--- src/rtl/fp_minmax_scanner.sv ---
// Frame scanner tracking the running maximum and minimum of 13-bit
// sign/exponent/mantissa samples with a single time-shared comparator.

module FloatingPoint_comp (
   input  logic [12:0] A,
   input  logic [12:0] B,
   output logic        gt,
   output logic        lt,
   output logic        eq
);

   logic signed [12:0] key_a;
   logic signed [12:0] key_b;

   // Sign-magnitude to two's-complement ordering key; -0 and +0 map to the same key.
   function automatic logic signed [12:0] to_key(input logic [12:0] v);
      logic signed [12:0] mag;
      mag = signed'({1'b0, v[11:0]});
      return v[12] ? -mag : mag;
   endfunction

   always_comb begin
      key_a = to_key(A);
      key_b = to_key(B);
      gt    = key_a > key_b;
      lt    = key_a < key_b;
      eq    = key_a == key_b;
   end

endmodule

module fp_minmax_scanner #(
   parameter int CNT_W = 8
) (
   input  logic             clk,
   input  logic             reset,
   input  logic             start,
   input  logic [12:0]      in_data,
   input  logic             in_valid,
   input  logic             in_last,
   output logic             in_ready,
   output logic [12:0]      max_val,
   output logic [12:0]      min_val,
   output logic [CNT_W-1:0] count,
   output logic             busy,
   output logic             done
);

   typedef enum logic [2:0] {IDLE, WAIT_IN, CMP_MAX, CMP_MIN, DONE} state_t;

   state_t            state_q, state_d;
   logic [12:0]       sample_q, sample_d;
   logic              last_q, last_d;
   logic [12:0]       max_q, max_d;
   logic [12:0]       min_q, min_d;
   logic [CNT_W-1:0]  count_q, count_d;

   logic [12:0]       cmp_b;
   logic              cmp_gt, cmp_lt, cmp_eq;

   function automatic logic [CNT_W-1:0] sat_inc(input logic [CNT_W-1:0] v);
      return (v == {CNT_W{1'b1}}) ? v : v + 1'b1;
   endfunction

   FloatingPoint_comp u_cmp (
      .A  (sample_q),
      .B  (cmp_b),
      .gt (cmp_gt),
      .lt (cmp_lt),
      .eq (cmp_eq)
   );

   always_comb begin
      state_d  = state_q;
      sample_d = sample_q;
      last_d   = last_q;
      max_d    = max_q;
      min_d    = min_q;
      count_d  = count_q;
      cmp_b    = max_q;
      case (state_q)
         IDLE: begin
            if (start) begin
               state_d = WAIT_IN;
               count_d = '0;
               max_d   = '0;
               min_d   = '0;
            end
         end
         WAIT_IN: begin
            if (in_valid) begin
               sample_d = in_data;
               last_d   = in_last;
               count_d  = sat_inc(count_q);
               // The first sample seeds both extremes and needs no comparison.
               if (count_q == '0) begin
                  max_d   = in_data;
                  min_d   = in_data;
                  state_d = in_last ? DONE : WAIT_IN;
               end else begin
                  state_d = CMP_MAX;
               end
            end
         end
         CMP_MAX: begin
            if (cmp_gt) max_d = sample_q;
            state_d = CMP_MIN;
         end
         CMP_MIN: begin
            cmp_b = min_q;
            if (cmp_lt) min_d = sample_q;
            state_d = last_q ? DONE : WAIT_IN;
         end
         DONE: begin
            state_d = IDLE;
         end
         default: begin
            state_d = IDLE;
         end
      endcase
   end

   always_ff @(posedge clk) begin
      if (reset) begin
         state_q  <= IDLE;
         sample_q <= '0;
         last_q   <= 1'b0;
         max_q    <= '0;
         min_q    <= '0;
         count_q  <= '0;
      end else begin
         state_q  <= state_d;
         sample_q <= sample_d;
         last_q   <= last_d;
         max_q    <= max_d;
         min_q    <= min_d;
         count_q  <= count_d;
      end
   end

   assign in_ready = (state_q == WAIT_IN);
   assign busy     = (state_q != IDLE);
   assign done     = (state_q == DONE);
   assign max_val  = max_q;
   assign min_val  = min_q;
   assign count    = count_q;

endmodule

--- config.mk ---
export PLATFORM = sky130hd
export DESIGN_NAME = fp_minmax_scanner
export DESIGN_NICKNAME = d
export VERILOG_FILES = /design/src/rtl/fp_minmax_scanner.sv
export SDC_FILE = /design/constraint.sdc
export NUM_CORES = 1
export LEC_CHECK = 0
export CELL_PAD_IN_SITES_DETAIL_PLACEMENT = 0
export CELL_PAD_IN_SITES_GLOBAL_PLACEMENT = 1
export CORE_ASPECT_RATIO = 0.9
export CORE_MARGIN = 8
export CORE_UTILIZATION = 40
export CTS_CLUSTER_SIZE = 12
export DETAILED_ROUTE_END_ITERATION = 10
export HOLD_SLACK_MARGIN = 0.05
export PLACE_DENSITY = 0.86
export SETUP_SLACK_MARGIN = 0.1
export SYNTH_ARGS = -nofsm -noshare
export SYNTH_HDL_FRONTEND = slang
export SYNTH_SLANG_ARGS = --single-unit
--- constraint.sdc ---
create_clock -name clk -period 5.25 [get_ports clk]
set_input_delay 0.525 -clock clk [delete_from_list [all_inputs] [get_ports clk]]
set_output_delay 0.525 -clock clk [all_outputs]
set_load 0.1 [all_outputs]
==> impl_metrics.env <==
export IMPL_utilization=0.489
export IMPL_grt_util_all_layers=0.175
export IMPL_cts_max_level=2
export IMPL_area_growth_synth_to_final_pct=20.0
export IMPL_synth_compound_area_frac=0.296
export IMPL_place_port_buffers=54
export IMPL_required_ns=5.50
export IMPL_die_h_um=104
export IMPL_crit_family="simple AND/OR/NAND/NOR gates"
export IMPL_post_dp_cell_area_sq_um=4020
export IMPL_cp_start_kind="flop"
export IMPL_overflow=0
export IMPL_synth_seq_cells=51
export IMPL_arrival_ns=4.97
export IMPL_crit_type="reg2reg"
export IMPL_cts_setup_buffers=0
export IMPL_synth_top_cells_by_area="dfxtp_1 (29%), ha_1 (6.1%), a31oi_1 (5.8%), a22oi_1 (5.6%), nand2_1 (5.6%)"
export IMPL_die_area_sq_um=11900
export IMPL_synth_simple_area_share=0.185
export IMPL_synthArstFlopShare=0
export IMPL_cts_root_to_sink_buffers=2
export IMPL_design_area_sq_um=4170
export IMPL_crit_slowest_cell="or4_1"
export IMPL_yosysTopAreaCell="dfxtp_1"
export IMPL_tightest_slew_ns=0.994
export IMPL_period_needed_ns=4.72
export IMPL_dp_hpwl_um=7680
export IMPL_slew_headroom=0.335
export IMPL_grt_pass1_wl_um=16900
export IMPL_crit_fanout=26
export IMPL_antenna_found_initial=0
export IMPL_clockRootBuffer="clkbuf_8"
export IMPL_synth_adder_area_share=0.0612
export IMPL_io_pins=55
export IMPL_cpPeakStageDelay_ns=0.54
export IMPL_place_congestion=0.848
export IMPL_syn_inst=425
export IMPL_drt_initial_drc_count=273
export IMPL_ir_drop_mv=0.138
export IMPL_post_synth_instance_area_sq_um=3480
export IMPL_ys_types=52
export IMPL_synth_top_family_by_area="compound AO/OA/AOI/OAI gates"
export IMPL_syn_area_per_cell_sq_um=8.18
export IMPL_synthMuxAreaShare=0.0407
export IMPL_coreArea_sq_um=8530
export IMPL_clock_latency_ns=0.31
export IMPL_layout_setup_ws_ns=0.530
export IMPL_synth_edf_count=0
export IMPL_hold_violations=0
export IMPL_vias=3356
export IMPL_routed_wl_um=10400
export IMPL_yosysWarningCount=0
export IMPL_cts_sinks=51
export IMPL_cp_end_kind="flop"
export IMPL_drv_cap=0
export IMPL_yosys_most_used_dff="dfxtp_1"
export IMPL_path_clk_slew_ns=0.09
export IMPL_wl_per_cell_um=17.9
export IMPL_slew_viol_final=0
export IMPL_nets=495
export IMPL_crit_chain="nand3b_1 > buf_4 > mux2i_1 > ha_1 > nand2_1 > or3_1 > o21ai_1 > xnor2_1 > ha_1 > nand4_1 > or3_1 > or4_1 > and3_1 > a41o_1 > nor2_1"
export IMPL_grt_pass1_vias=3202
export IMPL_crit_buf_inv=1
export IMPL_num_antenna_cells=0
export IMPL_setup_violations=0
export IMPL_via_per_inst=5.79
export IMPL_start_util=0.408
export IMPL_tritoncts="built"
export IMPL_dr_pass1_iters=5
export IMPL_cts_resized=0
export IMPL_nFillCells=831
export IMPL_rsz0062_at_grt="no"
export IMPL_leakagePower_nw=1.58
export IMPL_fmax_ghz=0.212
export IMPL_fin_worst_skew_ns=0.00324
export IMPL_power_per_cell_area_nw_per_um2=329
export IMPL_layout_commonest_cell="clkdlybuf4s50_1"
export IMPL_dieWidth_um=114
export IMPL_ys_seq_area_frac=0.294
export IMPL_synthesis_nets=460
export IMPL_drive_gt1_frac=0.0738
export IMPL_synth_xor_area_share=0.0630
export IMPL_hold_buffers=0
export IMPL_period_share=0.899
export IMPL_fin_hold_ws_ns=0.484
export IMPL_cts_buffers=5
export IMPL_drc_errors=0
export IMPL_grt_max_degree=47
export IMPL_status="finished clean"
export IMPL_num_rows=32
export IMPL_netlist_area_leader_share=0.294
export IMPL_final_cell_mix="clkdlybuf4s50_1 (53), nand2_1 (52), dfxtp_1 (51), nor2_1 (33), a31oi_1 (32)"
export IMPL_finalSetupTns_ns=0
export IMPL_post_place_ws_ns=0.404
export IMPL_ant_nets=0
export IMPL_min_path_type="reg2reg"
-- flip-flops by register name, summed over array words and instances (netlist names) --
register,cells
min_val,13
sample_q,13
state_q,3
count,8
max_val,13
last_q,1
-- worst min-delay path: cells and delay by family, from the launching register on --
kind | cells | cell delay [ns]
flip-flops | 1 | 0.34
AND/OR/NAND/NOR | 1 | 0.06
AO/OA/AOI/OAI | 1 | 0.05
-- worst paths after layout --
kind | start | to | slack (ns) | depth (start not counted)
max | state_q[2] | max_val[6] | 0.53 | 15
min | last_q | last_q | 0.48 | 2
max reg2reg | state_q[2] | max_val[6] | 0.53 | 15
min reg2reg | last_q | last_q | 0.48 | 2
-- per-stage QoR --
| stage | total power [mW] | cells |
|---|---|---|
| after floorplan | 0.953 | 425 |
| after global placement | 1.08 | 568 |
| after detailed placement | 1.09 | 568 |
| after CTS | 1.38 | 576 |
| after global routing | 1.45 | 580 |
| final | 1.37 | 580 |
-- cell type report --
cell class | instances | area, sq um | area share
Clock buffer | 6 | 82.6 | 0.0198
Clock inverter | 2 | 35.0 | 0.00840
Inverter | 9 | 33.8 | 0.00810
Multi-Input combinational cell | 330 | 2250 | 0.539
Sequential cell | 51 | 1020 | 0.245
Tap cell | 119 | 149 | 0.0357
Timing Repair Buffer | 63 | 603 | 0.145
-- cell usage after synthesis (5+ instances only) --
master and count:
or3_1 10, a211oi_1 5, a31oi_1 32, a22oi_1 26
o21ai_0 10, a41o_1 13, o31ai_1 5, xor2_1 8
a211oi_2 10, buf_2 8, xnor2_1 17, a21oi_1 25
nand2_1 52, nand3_1 6, clkbuf_1 22, ha_1 17
nor2_1 33, inv_1 8, nor3_1 10, mux2i_1 13
dfxtp_1 51
-- power by group --
| group | internal (mW) | switching, mW | leakage [nW] | total, mW |
|---|---|---|---|---|
| Combinational | 0.188 | 0.424 | 1.10 | 0.612 |
| Sequential | 0.422 | 0.0522 | 0.417 | 0.474 |
| Clock | 0.154 | 0.132 | 0.0612 | 0.287 |
-- layer usage --
| layer | GRT usage | vias up | part of all wire |
|---|---|---|---|
| met3 | 0.0238 | 20 | 0.038 |
| met4 | 0.0608 | 0 | 0.023 |
| li1 | - | 1649 | - |
| met5 | 0 | - | 0 |
| met2 | 0.285 | 92 | 0.48 |
| met1 | 0.228 | 1595 | 0.46 |
-- cell families after synthesis --
kind of cell               count (synthesis)
AOI/OAI and AO/OA                        140
and+or+nand+nor                          134
DFF                                       51
buffers and inverters                     44
xor gates and xnor gates                  25
adders and majority gates                 17
muxes                                     14
No activity file was read; power rests on OpenSTA's default activity.
